[config.mk]
export PLATFORM = sky130hd
export DESIGN_NAME = mem_stage
export DESIGN_NICKNAME = d
export VERILOG_FILES = /design/src/rtl/mem_stage.sv
export SDC_FILE = /design/constraint.sdc
export NUM_CORES = 1
export LEC_CHECK = 0
export ABC_AREA = 1
export BUFFER_PORTS_ARGS = -buffer_cell sky130_fd_sc_hd__buf_2
export CAP_MARGIN = 10
export CORE_ASPECT_RATIO = 0.6
export CORE_MARGIN = 2
export CORE_UTILIZATION = 50
export CTS_BUF_LIST = sky130_fd_sc_hd__clkbuf_4 sky130_fd_sc_hd__clkbuf_8 sky130_fd_sc_hd__clkbuf_16
export DETAILED_ROUTE_END_ITERATION = 10
export PLACE_DENSITY = 0.8
export SKIP_CTS_REPAIR_TIMING = 1
export SLEW_MARGIN = 5
export SYNTH_ARGS = -nofsm -noshare
export SYNTH_HDL_FRONTEND = slang
export SYNTH_SLANG_ARGS = --single-unit
[constraint.sdc]
create_clock -name clk -period 5.8 [get_ports clk]
set_clock_uncertainty 0.15 [all_clocks]
set_input_delay 1.16 -clock clk [delete_from_list [all_inputs] [get_ports clk]]
set_output_delay 1.16 -clock clk [all_outputs]
set_load 0.05 [all_outputs]
[src/rtl/mem_stage.sv]
// Memory-access stage: pass-through for ALU ops, req/ack data-bus transaction for loads/stores.
// Latency: pass-through is combinational; loads/stores take IDLE+WAIT(>=1)+DONE, stalling upstream until DONE.
module mem_stage #(
    parameter int TIMEOUT = 16,
    parameter int CNT_W   = 5
) (
    input  logic        clk,
    input  logic        rst,
    input  logic [4:0]  ex_wd,
    input  logic        ex_wreg,
    input  logic [31:0] ex_wdata,
    input  logic [3:0]  ex_memop,
    input  logic [31:0] ex_memaddr,
    input  logic [31:0] ex_reg2,
    output logic [4:0]  mem_wd,
    output logic        mem_wreg,
    output logic [31:0] mem_wdata,
    output logic        stallreq_mem,
    output logic        mem_misalign,
    output logic        mem_buserr,
    output logic        dmem_req,
    output logic        dmem_we,
    output logic [31:0] dmem_addr,
    output logic [3:0]  dmem_sel,
    output logic [31:0] dmem_wdata,
    input  logic [31:0] dmem_rdata,
    input  logic        dmem_ack
);

    typedef enum logic [1:0] {S_IDLE, S_WAIT, S_DONE} state_t;

    localparam logic [3:0] OP_LB  = 4'd1;
    localparam logic [3:0] OP_LH  = 4'd2;
    localparam logic [3:0] OP_LW  = 4'd3;
    localparam logic [3:0] OP_LBU = 4'd4;
    localparam logic [3:0] OP_LHU = 4'd5;
    localparam logic [3:0] OP_SB  = 4'd6;
    localparam logic [3:0] OP_SH  = 4'd7;
    localparam logic [3:0] OP_SW  = 4'd8;

    state_t           state_q;
    logic [CNT_W-1:0] cnt_q;
    logic [31:0]      addr_q;
    logic [3:0]       sel_q;
    logic [31:0]      wdata_q;
    logic             we_q;
    logic [3:0]       op_q;
    logic [1:0]       off_q;
    logic [31:0]      result_q;
    logic             buserr_q;

    logic        is_load, is_store, is_mem, misalign;
    logic [3:0]  sel_c;
    logic [31:0] wdata_c;
    logic [31:0] load_ext;

    always_comb begin
        is_load  = (ex_memop >= OP_LB) && (ex_memop <= OP_LHU);
        is_store = (ex_memop >= OP_SB) && (ex_memop <= OP_SW);
        is_mem   = is_load || is_store;
        misalign = ((ex_memop == OP_LH || ex_memop == OP_LHU || ex_memop == OP_SH) && ex_memaddr[0]) ||
                   ((ex_memop == OP_LW || ex_memop == OP_SW) && (ex_memaddr[1:0] != 2'b00));
        sel_c   = 4'b0000;
        wdata_c = ex_reg2;
        case (ex_memop)
            OP_LB, OP_LBU, OP_SB: begin
                sel_c   = 4'b0001 << ex_memaddr[1:0];
                wdata_c = {4{ex_reg2[7:0]}};
            end
            OP_LH, OP_LHU, OP_SH: begin
                sel_c   = ex_memaddr[1] ? 4'b1100 : 4'b0011;
                wdata_c = {2{ex_reg2[15:0]}};
            end
            OP_LW, OP_SW: sel_c = 4'b1111;
            default: ;
        endcase
    end

    // Extraction uses the latched op and byte offset so it matches the request actually issued.
    always_comb begin
        logic [7:0]  byte_v;
        logic [15:0] half_v;
        byte_v   = dmem_rdata[8*off_q +: 8];
        half_v   = off_q[1] ? dmem_rdata[31:16] : dmem_rdata[15:0];
        load_ext = dmem_rdata;
        case (op_q)
            OP_LB:   load_ext = {{24{byte_v[7]}}, byte_v};
            OP_LBU:  load_ext = {24'b0, byte_v};
            OP_LH:   load_ext = {{16{half_v[15]}}, half_v};
            OP_LHU:  load_ext = {16'b0, half_v};
            default: load_ext = dmem_rdata;
        endcase
    end

    always_ff @(posedge clk or negedge rst) begin
        if (!rst) begin
            state_q  <= S_IDLE;
            cnt_q    <= '0;
            addr_q   <= '0;
            sel_q    <= '0;
            wdata_q  <= '0;
            we_q     <= 1'b0;
            op_q     <= '0;
            off_q    <= '0;
            result_q <= '0;
            buserr_q <= 1'b0;
        end else begin
            case (state_q)
                S_IDLE: begin
                    if (is_mem && !misalign) begin
                        addr_q   <= {ex_memaddr[31:2], 2'b00};
                        sel_q    <= sel_c;
                        wdata_q  <= wdata_c;
                        we_q     <= is_store;
                        op_q     <= ex_memop;
                        off_q    <= ex_memaddr[1:0];
                        cnt_q    <= '0;
                        result_q <= '0;
                        buserr_q <= 1'b0;
                        state_q  <= S_WAIT;
                    end
                end
                S_WAIT: begin
                    if (dmem_ack) begin
                        if (!we_q) result_q <= load_ext;
                        state_q <= S_DONE;
                    end else if (cnt_q == CNT_W'(TIMEOUT - 1)) begin
                        buserr_q <= 1'b1;
                        result_q <= '0;
                        state_q  <= S_DONE;
                    end else begin
                        cnt_q <= cnt_q + 1'b1;
                    end
                end
                S_DONE: begin
                    state_q <= S_IDLE;
                end
                default: state_q <= S_IDLE;
            endcase
        end
    end

    // Outputs are gated by rst so an asserted reset clears everything, including the pass-through path.
    always_comb begin
        mem_wd       = 5'd0;
        mem_wreg     = 1'b0;
        mem_wdata    = 32'd0;
        stallreq_mem = 1'b0;
        mem_misalign = 1'b0;
        mem_buserr   = 1'b0;
        dmem_req     = 1'b0;
        dmem_we      = 1'b0;
        dmem_addr    = 32'd0;
        dmem_sel     = 4'd0;
        dmem_wdata   = 32'd0;
        if (rst) begin
            case (state_q)
                S_IDLE: begin
                    mem_wd = ex_wd;
                    if (!is_mem) begin
                        mem_wreg  = ex_wreg;
                        mem_wdata = ex_wdata;
                    end else if (misalign) begin
                        mem_misalign = 1'b1;
                    end else begin
                        stallreq_mem = 1'b1;
                        dmem_req     = 1'b1;
                        dmem_we      = is_store;
                        dmem_addr    = {ex_memaddr[31:2], 2'b00};
                        dmem_sel     = sel_c;
                        dmem_wdata   = wdata_c;
                    end
                end
                S_WAIT: begin
                    mem_wd       = ex_wd;
                    stallreq_mem = 1'b1;
                    dmem_req     = 1'b1;
                    dmem_we      = we_q;
                    dmem_addr    = addr_q;
                    dmem_sel     = sel_q;
                    dmem_wdata   = wdata_q;
                end
                S_DONE: begin
                    mem_wd     = ex_wd;
                    mem_wreg   = ex_wreg && !we_q && !buserr_q;
                    mem_wdata  = result_q;
                    mem_buserr = buserr_q;
                end
                default: ;
            endcase
        end
    end

endmodule

Word level (Yosys, flattened, before mapping) --
Cells that the tools add are included. W data, S select, Z words.
Storage, ports and cells: bits in registers 113, input bits 141, output and inout port bits 111, logic and storage cells 121
Cells by class: add/sub/neg operators 1, order comparisons 4, equality and inequality tests 21, shift operators 2, mux-type cells 56, reductions and logical operators 27
Operator list (number):
- $mux W32 | 12
- $pmux W32 S2 | 5
- $pmux W32 S4 | 1
- $shiftx A32 B6 Y8 | 1
- $mux W5 | 5
- $eq A4 B3 Y1 const B | 6
- $mux W1 | 17
- $mux W16 | 1
- $mux W4 | 4
- $eq A4 B2 Y1 const B | 3
- $pmux W4 S3 | 1
- $reduce_and A4 Y1 | 3
- $pmux W5 S2 | 1
- $reduce_or A3 Y1 | 3
- $eq A4 B1 Y1 const B | 2
- $ne A2 B2 Y1 const B | 4
- $pmux W1 S2 | 4
- $pmux W4 S2 | 1
- $logic_and A1 B1 Y1 | 7
- $mux W2 | 3
- $ne A3 B3 Y1 const B | 2
- $add A5 B1 Y5 const B | 1
- $eq A5 B4 Y1 const B | 1
- $logic_or A1 B1 Y1 | 5
- other kinds (14) | 18

Depth between registers and ports, before layout --
depth in word-level cells 9, mapped depth 13, depth with buffers taken out 11

Worst setup path after synthesis --
Ideal clock, no wire load.
kind input port to output port, start input port ex_memop[3], end output port stallreq_mem, arrival time 3.103 ns, data required time 4.490 ns, slack 1.387 ns, stages 11, path through inv_1 nor2_1 nand2_1 nand2_1 nand2_1 nand2_1 nor2_1 nand2_2 buf_2 a21oi_1 buf_4
On the way: word-level cells in the longest chain between the ends 9, elaborated cells on any way between the ends 22, classes of those cells order compare (4); eq/ne (5); mux (4); reduce/logical (9)
Ends and longest elaborated chain:
- from (decl) | RTL line 12 | input logic [3:0] ex_memop,
- $eq A4 B2 Y1 or $eq A4 B3 Y1 (tied branches) | RTL line 61 | misalign = ((ex_memop == OP_LH || ex_memop == OP_LHU || ex_memop == OP_SH) && ex_memaddr[0]) ||
- $logic_or A1 B1 Y1 (2 in a row) | RTL line 61
- $logic_and A1 B1 Y1 | RTL line 61
- $logic_or A1 B1 Y1 | RTL line 61
- $mux W1
- $mux W1 (*)
- $pmux W1 S2 (*)
- $mux W1 (*)
- to (decl) | RTL line 18 | output logic stallreq_mem,
Every way passes the cells marked *; elsewhere a longest branch is shown, timed or not.

Worst setup path in the final report --
start input port ex_memop[2], end output port dmem_addr[22]
On the way: word-level cells in the longest chain between the ends 9, elaborated cells on any way between the ends 22, classes of those cells order compare (4); eq/ne (5); mux (4); reduce/logical (9)
Ends and longest elaborated chain:
- $eq A4 B2 Y1 or $eq A4 B3 Y1 (tied branches) | RTL line 61
- $logic_or A1 B1 Y1 (2 in a row) | RTL line 61
- $logic_and A1 B1 Y1 | RTL line 61
- $logic_or A1 B1 Y1 | RTL line 61
- $mux W32 | RTL line 163 | end else if (misalign) begin
- $mux W32 (*) | RTL line 160 | if (!is_mem) begin
- $pmux W32 S2 (*) | RTL line 157 | case (state_q)
- $mux W32 (*) | RTL line 156 | if (rst) begin
- to (decl) | RTL line 23 | output logic [31:0] dmem_addr,
Marked as above.

==> impl_metrics.toml <==
[outcome]
status = "completed"

[grt]
grt_pass1_vias = 7452
antenna_found_initial = 0
grt_start_max_net_pins = 70
grt_pass1_wl_um = 38500
overflow = 0
gr-usage-all-layers = 0.311

[logic_synthesis]
synth_seq_area_share = 0.394
synth_top_area_frac = 0.394
avgSynthCellArea_um2 = 6.29
synthTopCellsByCount = "nand2_1 (555), dfrtp_1 (113), a21oi_1 (104)"
synthTopCellsByArea = "dfrtp_1 (39%), nand2_1 (29%), a21oi_1 (7.2%)"
yosysMostFrequentCell = "nand2_1"
synth_area_um2 = 7180
synth_edf_count = 0
yosys_register_bits = 113
synth_top_cell_by_area = "dfrtp_1"
synthArstFlopShare = 1.00
yosysUniqueCellTypes = 33
postSynthCellCount = 1142
synthFlopType = "dfrtp_1"
yosys_warnings = 0

[sta]
tns_ns = 0
setup_viol = 0
hold_viol_final = 0
fmax_mhz = 209
hold_ws_ns = 0.320
rsz0062_at_grt = "no"
timing.final.crit_share = 0.826
relSlewSlack = 0.378
layout_min_cycle_time_ns = 4.79
maxSlewViolCount = 0
worst_pin_slew_ns = 0.923

[cells_and_area]
nNetsFinal = 1502
drive_gt1_frac = 0.238
final_core_util = 0.656
antennaDiodeCount = 0
areaGrowthSynthToFinish_pct = 26.5
fill_cells = 1260

[critical_path]
critPathMaxStageDelay_ns = 0.59
crit_arrival_ns = 3.48
critPathRequiredTime_ns = 4.49
cp_max_fo = 39
path_common_cell = "nand2_1"
end_kind = "output pin"
crit_path_start_kind = "input pin"
path_class = "input pin to output pin"
slowest_stage = "nor2_4"
worstPathCellList = "buf_2, nor2_1, nand2_1, nand2_1, buf_4, nand2_1, nand3_4, nor2_4, buf_12, nand2_1, a21oi_1, buf_2"

[clock_network]
clk_pin_slew_worst_paths_ns = 0.06
root_buffer = "clkbuf_16"
htreeDepth = 4
clock-sinks = 113
clock_path_buffers = 2
numCtsBuffers = 17
clk-insertion-delay-late_ns = 0.41
cts_tree = "built"

[place]
portBuffers = 249
dpl.hpwl_um = 17000
place.gp.congestion = 0.949

[pwr]
ir_worst_vdd_uv = 286
p_leak_nw = 5.18
power_mw = 4.57
powerDensity_nw_per_um2 = 503

[routing]
via_count = 8106
drt_iter0_markers = 927
drt-total-wl_um = 23700
drc = 0
wire_per_inst_um = 15.1
drt-pass1-iter-count = 6
vias_per_cell = 5.18
antenna_left = 0

[floorplan]
die_w_um = 159
rows = 33
dieArea_um2 = 15400
start_util = 0.519
die_h_um = 96.8
core_um2 = 13800
ios = 252

[worst_hold_path]
hold_path.class = "register to register"

[flow_run]
maxCapViolCount = 0
cell usage in the layout (no fill, tap or decap), types with 2 or more instances in the layout:
master	count
a21oi_1	104
a21oi_2	7
buf_2	248
buf_4	12
bufinv_16	4
clkbuf_16	17
clkinv_1	2
clkinv_2	2
clkinv_4	3
clkinvlp_4	2
conb_1	2
dfrtp_1	113
ha_1	2
inv_1	78
inv_2	6
inv_6	4
nand2_1	555
nand2_2	10
nand3_1	36
nand3_2	2
nand4_1	2
nor2_1	99
nor2_2	3
nor2_4	2
o21ai_0	43
o21ai_1	3
cell families (layout without fill, tap and decap cells):
family	after synthesis	after routing	synth area share
and+or+nand+nor	715	715	0.393
adders and majority gates	2	2	0.00348
xor gates and xnor gates	1	1	0.00122
other	1	2	0.000522
DFF	113	113	0.394
buffers and inverters	151	380	0.0932
AOI/OAI and AO/OA	159	159	0.115
final timing paths:
check | from | end | slack, ns | depth (start not counted)
max in group asynchronous | rst | addr_q[18] | 3.40 | 3
min in group asynchronous | rst | result_q[23] | 0.52 | 1
worst max register to register | state_q[0] | result_q[15] | 2.65 | 8
worst min-delay path | addr_q[3] | addr_q[3] | 0.32 | 2
worst max-delay path | ex_memop[2] | dmem_addr[22] | 1.01 | 12
worst min register to register | addr_q[3] | addr_q[3] | 0.32 | 2
critical path: cells and delay by family:
kind,cells,cell delay [ns]
simple gates,7,1.20
buf+inv,4,0.90
compound gates,1,0.18
power breakdown:
group	switching [mW]	internal [mW]	total, mW
Clock	0.407	0.738	1.14
Combinational	1.54	0.523	2.07
Sequential	0.225	1.13	1.36
Total	2.18	2.39	4.57
metal layers:
metal / up-vias / global-route usage / wire (µm)
li1: 3949 / - / -
met1: 3680 / 0.479 / 11100
met2: 445 / 0.443 / 9580
met3: 32 / 0.0703 / 2730
met4: 0 / 0.0649 / 302
met5: - / 0 / 0
final cells by class:
cell class | instances | area, µm² | share of cell area
clock buffers | 18 | 439 | 0.0484
clock inverters | 14 | 201 | 0.0222
inverters | 87 | 328 | 0.0361
multi-input cells | 879 | 3690 | 0.407
flip-flops and latches | 113 | 2830 | 0.311
well taps | 192 | 240 | 0.0265
repair buffers | 261 | 1350 | 0.149
flip-flops by register name (all words and copies together) (netlist names):
name / count
addr_q: 30
buserr_q: 1
cnt_q: 5
off_q: 2
op_q: 4
result_q: 32
sel_q: 4
state_q: 2
wdata_q: 32
we_q: 1
per-stage QoR:
stage               std cells  cell area, µm²  setup slack, ns
finish                   1564            9080             1.01
detailed placement       1532            8440             1.13
global route             1564            9080            0.795
global placement         1532            8440             1.19
floorplan                1143            7180             1.39
CTS                      1564            9080             1.05
No activity file was read; power rests on OpenSTA's default activity.
